$ cat src/rtl/banco_registradores.sv
// Eight-entry register bank feeding the 8:1 datapath mux.
// It takes single-cycle write, copy and increment ops and runs an 8-cycle clear sweep on request.
module banco_registradores #(
    parameter int                 LARGURA       = 16,
    parameter logic [LARGURA-1:0] VALOR_LIMPEZA = '0
) (
    input  logic               clock,
    input  logic               reset,
    input  logic               op_valida,
    output logic               op_pronta,
    input  logic [1:0]         operacao,
    input  logic [2:0]         endereco,
    input  logic [2:0]         origem,
    input  logic [LARGURA-1:0] dado,
    input  logic               limpar,
    output logic               ocupado,
    output logic [2:0]         controle,
    output logic [LARGURA-1:0] registrador0,
    output logic [LARGURA-1:0] registrador1,
    output logic [LARGURA-1:0] registrador2,
    output logic [LARGURA-1:0] registrador3,
    output logic [LARGURA-1:0] registrador4,
    output logic [LARGURA-1:0] registrador5,
    output logic [LARGURA-1:0] registrador6,
    output logic [LARGURA-1:0] registrador7
);

    typedef enum logic {OCIOSO, LIMPANDO} estado_t;

    localparam logic [1:0] OP_ESCRITA = 2'b00;
    localparam logic [1:0] OP_COPIA   = 2'b01;
    localparam logic [1:0] OP_INCR    = 2'b10;

    estado_t                  estado, prox_estado;
    logic [7:0][LARGURA-1:0]  regs;
    logic [2:0]               cnt;
    logic                     aceita;

    // A clear request wins over a concurrent op, so it also blocks op_pronta.
    assign op_pronta = (estado == OCIOSO) && !limpar;
    assign aceita    = op_valida && op_pronta;
    assign ocupado   = (estado == LIMPANDO);

    always_ff @(posedge clock) begin
        if (reset) estado <= OCIOSO;
        else       estado <= prox_estado;
    end

    always_comb begin
        prox_estado = estado;
        case (estado)
            OCIOSO:   if (limpar)      prox_estado = LIMPANDO;
            LIMPANDO: if (cnt == 3'd7) prox_estado = OCIOSO;
            default:                   prox_estado = OCIOSO;
        endcase
    end

    always_ff @(posedge clock) begin
        if (reset) begin
            regs     <= '0;
            controle <= '0;
            cnt      <= '0;
        end else if (estado == LIMPANDO) begin
            regs[cnt] <= VALOR_LIMPEZA;
            controle  <= cnt;
            cnt       <= cnt + 3'd1;
        end else if (limpar) begin
            cnt <= '0;
        end else if (aceita) begin
            case (operacao)
                OP_ESCRITA: begin
                    regs[endereco] <= dado;
                    controle       <= endereco;
                end
                OP_COPIA: begin
                    regs[endereco] <= regs[origem];
                    controle       <= endereco;
                end
                OP_INCR: begin
                    regs[endereco] <= regs[endereco] + LARGURA'(1);
                    controle       <= endereco;
                end
                default: ;
            endcase
        end
    end

    assign registrador0 = regs[0];
    assign registrador1 = regs[1];
    assign registrador2 = regs[2];
    assign registrador3 = regs[3];
    assign registrador4 = regs[4];
    assign registrador5 = regs[5];
    assign registrador6 = regs[6];
    assign registrador7 = regs[7];

endmodule

$ cat config.mk
export PLATFORM = sky130hd
export DESIGN_NAME = banco_registradores
export DESIGN_NICKNAME = d
export VERILOG_FILES = /design/src/rtl/banco_registradores.sv
export SDC_FILE = /design/constraint.sdc
export NUM_CORES = 1
export LEC_CHECK = 0
export CORE_AREA = 3 3 164 166
export DETAILED_ROUTE_END_ITERATION = 12
export DIE_AREA = 0 0 167 169
export SLEW_MARGIN = 0
export SYNTH_ARGS = -nofsm -noshare
export SYNTH_HDL_FRONTEND = slang
export SYNTH_SLANG_ARGS = --single-unit
$ cat constraint.sdc
create_clock -name clock -period 3.4 [get_ports clock]
set_input_delay 0.34 -clock clock [delete_from_list [all_inputs] [get_ports clock]]
set_output_delay 0.34 -clock clock [all_outputs]
set_load 0.005 [all_outputs]
# Word level (Yosys, flattened, before mapping)
# Cells that the tools add are included.
# word_totals
regBits	135
input_bits	28
# op_classes
n_addsub	2
n_lt_le_gt_ge	5
eq_ne	4
muxes	24
bitwise	3
n_reduce_logical	13
# ops
operator	n
$bwmux 128	3
$mux 128	3
$pmux 128 s3	1
$and 128x128->128	1
$not 128->128	1
$bmux 16 s3	2
$demux 16 s3	2
$mux 16	4
$mux 3	6
$add 16x1->16 const B	1
$lt 3x4->1 const B	3
$ge 3x1->1 const B	2
$reduce_and 3->1	2
$reduce_bool 2->1	3
$logic_and 1x1->1	4
$reduce_bool 4->1	1
$add 3x1->3 const B	1
$eq 3x3->1 const B	1
$reduce_or 3->1	1
$eq 2x1->1 const B	1
$eq 2x2->1 const B	1
$logic_not 2->1	1
$mux 1	2
$ne 2x1->1 const B	1
other kinds (3)	3

# Depth between registers and ports, before layout
# depth
depth_word	9
depth_mapped	12

# Least setup slack after synthesis
# No wires, ideal clock.
# synth_path
path_type	in2reg
startpoint	input origem[0]
endpoint	register regs, in the netlist registrador4[1]
setup_time_ps	128
arrival_time_ps	2554
required_time_ps	3272
path_slack_ps	719
stages	9
path_buffers	2
cell_sequence	clkbuf_1 -> buf_2 -> mux4_2 -> mux2_2 -> a22oi_1 -> o21ai_0 -> a22o_1 -> a22oi_1 -> nor2_1
# synth_between
elab_chain_len	7
# synth_rtl
item	line	text
start, declared	13	input logic [2:0] origem,
$bmux 16 s3	76	regs[endereco] <= regs[origem];
$mux 16 (not written as such)	76	
$bwmux 128	76	
$pmux 128 s3	70	case (operacao)
$mux 128	69	end else if (aceita) begin
$mux 128	67	end else if (limpar) begin
$mux 128	63	end else if (estado == LIMPANDO) begin
end signal, assigned by index	72	regs[endereco] <= dado;
end signal, assigned by index	76	
end signal, assigned by index	80	regs[endereco] <= regs[endereco] + LARGURA'(1);
end, declared	35	logic [7:0][LARGURA-1:0] regs;
# Every way passes these cells. The select of a mux whose other input is x is not followed.
# A chain may end at the register's enable or synchronous reset.

# Worst setup path after layout
# layout_path
startpoint	input operacao[0]
endpoint	register regs, in the netlist registrador0[2]
# layout_between
elab_chain_len	5
elab_cells_between_ends	9
classes_between	2 x eq/ne; 4 x mux; 3 x reduce/logical
# layout_rtl
item	line	text
start, declared	11	input logic [1:0] operacao,
$eq 2x2->1, or another cell as far along	70	
$pmux 128 s3	70	
$mux 128	69	
$mux 128	67	
$mux 128	63	
# Parallel ways exist; a longest one is shown, timed or not. The select of a mux whose other input is x is not followed.

==> metrics.txt <==
# TYPE chip_impl_metric gauge
chip_impl_info{name="tritoncts_clock_tree",value="yes"} 1
chip_impl_metric{name="postPlaceCellArea",unit="um2"} 12400
chip_impl_metric{name="synth_cell_type_count",unit=""} 70
chip_impl_metric{name="num-nets-final",unit=""} 1359
chip_impl_metric{name="worst_setup_hold_path_clk_slew",unit="ps"} 70
chip_impl_info{name="rsz0062_at_grt",value="false"} 1
chip_impl_metric{name="cts.repair_timing.setup_buffer_count",unit=""} 0
chip_impl_metric{name="arrival",unit="ps"} 3260
chip_impl_info{name="postSynth.topFlopCell",value="dfxtp_1"} 1
chip_impl_metric{name="post_cts_hold_buffer_count",unit=""} 0
chip_impl_metric{name="viasPerCell",unit=""} 6.97
chip_impl_metric{name="use_met3",unit=""} 0.0722
chip_impl_info{name="timing.setup.critical_path_class",value="input port to register"} 1
chip_impl_metric{name="initial_core_util",unit=""} 0.395
chip_impl_metric{name="finalWirelength",unit="um"} 46200
chip_impl_metric{name="area_fraction_in_and_or_nand_and_nor_cells_after_synthesis",unit=""} 0.130
chip_impl_metric{name="synth-warning-count",unit=""} 0
chip_impl_metric{name="switching_share",unit=""} 0.307
chip_impl_metric{name="design.core.area",unit="um2"} 25800
chip_impl_metric{name="fp.dieW",unit="um"} 167
chip_impl_metric{name="synth-seq-cells",unit=""} 135
chip_impl_metric{name="die_h",unit="um"} 169
chip_impl_metric{name="post_route_cells_drive_above_1_share",unit=""} 0.172
chip_impl_info{name="commonest_non_fill_non_tap_cell_in_the_layout",value="clkdlybuf4s50_1"} 1
chip_impl_metric{name="clk-insertion-delay-late",unit="ps"} 430
chip_impl_metric{name="tritoncts.num_buffers",unit=""} 17
chip_impl_metric{name="finalHoldViolCount",unit=""} 0
chip_impl_metric{name="total_net_switching_power",unit="mW"} 1.33
chip_impl_metric{name="wire_per_inst",unit="um"} 27.6
chip_impl_metric{name="power.static_leakage",unit="nW"} 4.49
chip_impl_metric{name="post_synth.cell_area_avg",unit="um2"} 8.62
chip_impl_info{name="yosys.area.top_type",value="dfxtp_1"} 1
chip_impl_metric{name="first_pass_grt_wire_length",unit="um"} 69200
chip_impl_metric{name="worst-endpoint-required",unit="ps"} 3760
chip_impl_metric{name="layout.filler_cells",unit=""} 2407
chip_impl_metric{name="timing.final.setup_violations",unit=""} 0
chip_impl_metric{name="place.port_buffers",unit=""} 160
chip_impl_info{name="class_of_the_tightest_hold_or_removal_check",value="input port to register"} 1
chip_impl_metric{name="cts.htree.levels",unit=""} 4
chip_impl_metric{name="synth-edff-count",unit=""} 0
chip_impl_metric{name="clock_skew",unit="ps"} 9.05
chip_impl_metric{name="synth_xor_area_frac",unit=""} 0.00689
chip_impl_metric{name="die_area",unit="um2"} 28200
chip_impl_metric{name="grt_antenna_before_repair",unit=""} 0
chip_impl_metric{name="gr-usage-met2",unit=""} 0.476
chip_impl_metric{name="fin_crit",unit="ps"} 2900
chip_impl_metric{name="combinationalPowerShare",unit=""} 0.169
chip_impl_metric{name="routability_congestion",unit=""} 0.941
chip_impl_metric{name="path_max_fanout",unit=""} 7
chip_impl_metric{name="actual_slew_at_the_worst_max_slew_pin",unit="ps"} 1350
chip_impl_info{name="synth_area_leaders",value="dfxtp_1, mux4_2, a22oi_1"} 1
chip_impl_metric{name="yosys.area_share.adder",unit=""} 0.00861
chip_impl_metric{name="dpl_wire_length",unit="um"} 31000
chip_impl_metric{name="flow.area_growth_from_synthesis",unit="%"} 28.1
chip_impl_metric{name="syn-num-nets",unit=""} 1214
chip_impl_metric{name="firstDrtPassIters",unit=""} 6
chip_impl_info{name="critical_path_end_type",value="register"} 1
chip_impl_metric{name="netlist_area",unit="um2"} 10200
chip_impl_metric{name="ys_seq_area_frac",unit=""} 0.266
chip_impl_metric{name="met1_usage",unit=""} 0.426
chip_impl_metric{name="number_of_global_route_vias_before_repair",unit=""} 11200
chip_impl_metric{name="vdd.ir_drop.worst",unit="uV"} 249
chip_impl_metric{name="count_of_placed_standard_cells_in_the_final_layout_fillers_left_out",unit=""} 1672
chip_impl_metric{name="synthCells",unit=""} 1179
chip_impl_metric{name="drc",unit=""} 0
chip_impl_info{name="main_combinational_cell_family_by_area_after_synthesis",value="compound AO/OA/AOI/OAI gates"} 1
chip_impl_metric{name="placedCellCount",unit=""} 1640
chip_impl_metric{name="post-synth-top-area-fraction",unit=""} 0.266
chip_impl_metric{name="cell_internal_pwr",unit="mW"} 2.99
chip_impl_metric{name="route.antenna.remaining_nets",unit=""} 0
chip_impl_metric{name="num_antenna_cells",unit=""} 0
chip_impl_metric{name="pwr-share-seq",unit=""} 0.375
chip_impl_metric{name="multi_input_area",unit="um2"} 6940
chip_impl_metric{name="cts_resized",unit=""} 0
chip_impl_info{name="mostFrequentLayoutCells",value="clkdlybuf4s50_1, dfxtp_1, a21oi_1, buf_4, nor2_1"} 1
chip_impl_metric{name="final-max-slew-violation-count",unit=""} 0
chip_impl_metric{name="proportion_of_synthesized_area_in_mux_cells",unit=""} 0.180
chip_impl_metric{name="clkSinkCount",unit=""} 135
chip_impl_metric{name="register_area",unit="um2"} 2700
chip_impl_metric{name="max_freq",unit="GHz"} 0.345
chip_impl_metric{name="power.density_cell_area",unit="nW/um2"} 331
chip_impl_info{name="run_status",value="finished, final reports clean"} 1
chip_impl_metric{name="row_count",unit=""} 59
chip_impl_metric{name="ios",unit=""} 161
chip_impl_metric{name="maxCapViolations",unit=""} 0
chip_impl_metric{name="fraction_of_power_consumed_by_the_clock_network",unit=""} 0.456
chip_impl_metric{name="layout_worst_path_cycle_share",unit=""} 0.853
chip_impl_metric{name="count_of_vias_placed_by_the_detailed_router",unit=""} 11700
chip_impl_metric{name="asyncSetResetFlopFracSynth",unit=""} 0
chip_impl_info{name="cp-start-kind",value="input port"} 1
chip_impl_info{name="global_route.peak_usage_layer",value="met2"} 1
chip_impl_metric{name="cts_max_path_buffers",unit=""} 2
chip_impl_metric{name="synth_compound_area_frac",unit=""} 0.353
chip_impl_metric{name="fin_area",unit="um2"} 13000
chip_impl_metric{name="global_route.usage.total",unit=""} 0.316
chip_impl_info{name="cts_root_buf",value="clkbuf_16"} 1
chip_impl_metric{name="drt-initial-drc-count",unit=""} 1549
chip_impl_metric{name="worst_slew_margin_rel",unit=""} 0.0942
chip_impl_metric{name="grt_start_max_net_pins",unit=""} 86
chip_impl_metric{name="final_setup_tns",unit="ps"} 0
chip_impl_metric{name="global_route.overflow_total",unit=""} 0
==> flip-flops by register name, summed over array words and instances (netlist names) <==
name / count
registrador1: 16
registrador7: 16
registrador2: 16
registrador6: 16
registrador5: 16
registrador0: 16
registrador3: 16
cnt: 3
controle: 3
registrador4: 16
ocupado: 1
==> metrics by stage <==
stage / hold WS (ps) / util / power (mW) / worst slack (ps)
final: 438 / 0.506 / 4.32 / 500
after global routing: 462 / 0.506 / 4.41 / 264
after CTS: 426 / 0.506 / 4.28 / 529
after detailed placement: 479 / 0.482 / 2.35 / 127
after global placement: 472 / 0.482 / 2.35 / 118
after floorplan: 466 / - / 2.04 / 719
==> area by class of cell <==
cell class / count / share of cell area
clock buffer: 17 / 0.0327
tap: 335 / 0.0322
sequential: 135 / 0.207
multi-input combinational: 906 / 0.533
clock inverter: 15 / 0.0135
timing repair buffer: 257 / 0.180
inverter: 7 / 0.00202
==> per-layer routing <==
| layer | vias up | routed length, um |
|---|---|---|
| met5 | - | 0 |
| met4 | 0 | 2330 |
| met3 | 155 | 5340 |
| met2 | 885 | 20300 |
| met1 | 5639 | 18200 |
| li1 | 4973 | - |
==> critical path, stage by stage <==
cell and delay, ps:
clkdlybuf4s50_1 520, inv_1 90, ha_1 340, buf_4 220, nor2_1 430, a221o_1 510
nor2b_1 360, o21bai_1 250, nand2_1 110, o21ai_0 90
==> cells in the mapped netlist (all sizes together) (10+ instances only) <==
master / instances
a21o: 26
nor2b: 25
nand3: 12
a31oi: 26
o31ai: 12
nand2: 68
mux4: 62
o22ai: 18
o211ai: 11
a22oi: 88
buf: 36
dfxtp: 135
nor2: 99
nor3: 14
mux2i: 25
mux2: 11
o21ai: 66
and3: 10
o221ai: 60
a21oi: 129
clkbuf: 95
==> worst paths after layout <==
check	from	end	slack, ps	cells after the start
max	operacao[0]	registrador0[2]	500	10
max reg2reg	registrador4[0]	registrador1[14]	510	8
min	reset	cnt[2]	440	2
min reg2reg	controle[1]	controle[1]	490	2
==> power groups by stage <==
stage	Sequential (mW)	Combinational (mW)	Clock, mW
finish	1.62	0.728	1.97
global route	1.62	0.756	2.03
global placement	1.65	0.697	0
floorplan	1.64	0.396	0
CTS	1.62	0.701	1.97
detailed placement	1.65	0.699	0
==> logic make-up (layout without fill, tap and decap cells) <==
family / Yosys count / after routing
DFF: 135 / 135
muxes: 98 / 98
AOI/OAI and AO/OA: 521 / 521
buffers and inverters: 138 / 296
and+or+nand+nor: 272 / 272
adders and majority gates: 7 / 7
xor gates and xnor gates: 8 / 8
Note: power is estimated with default switching activity, not from simulation.
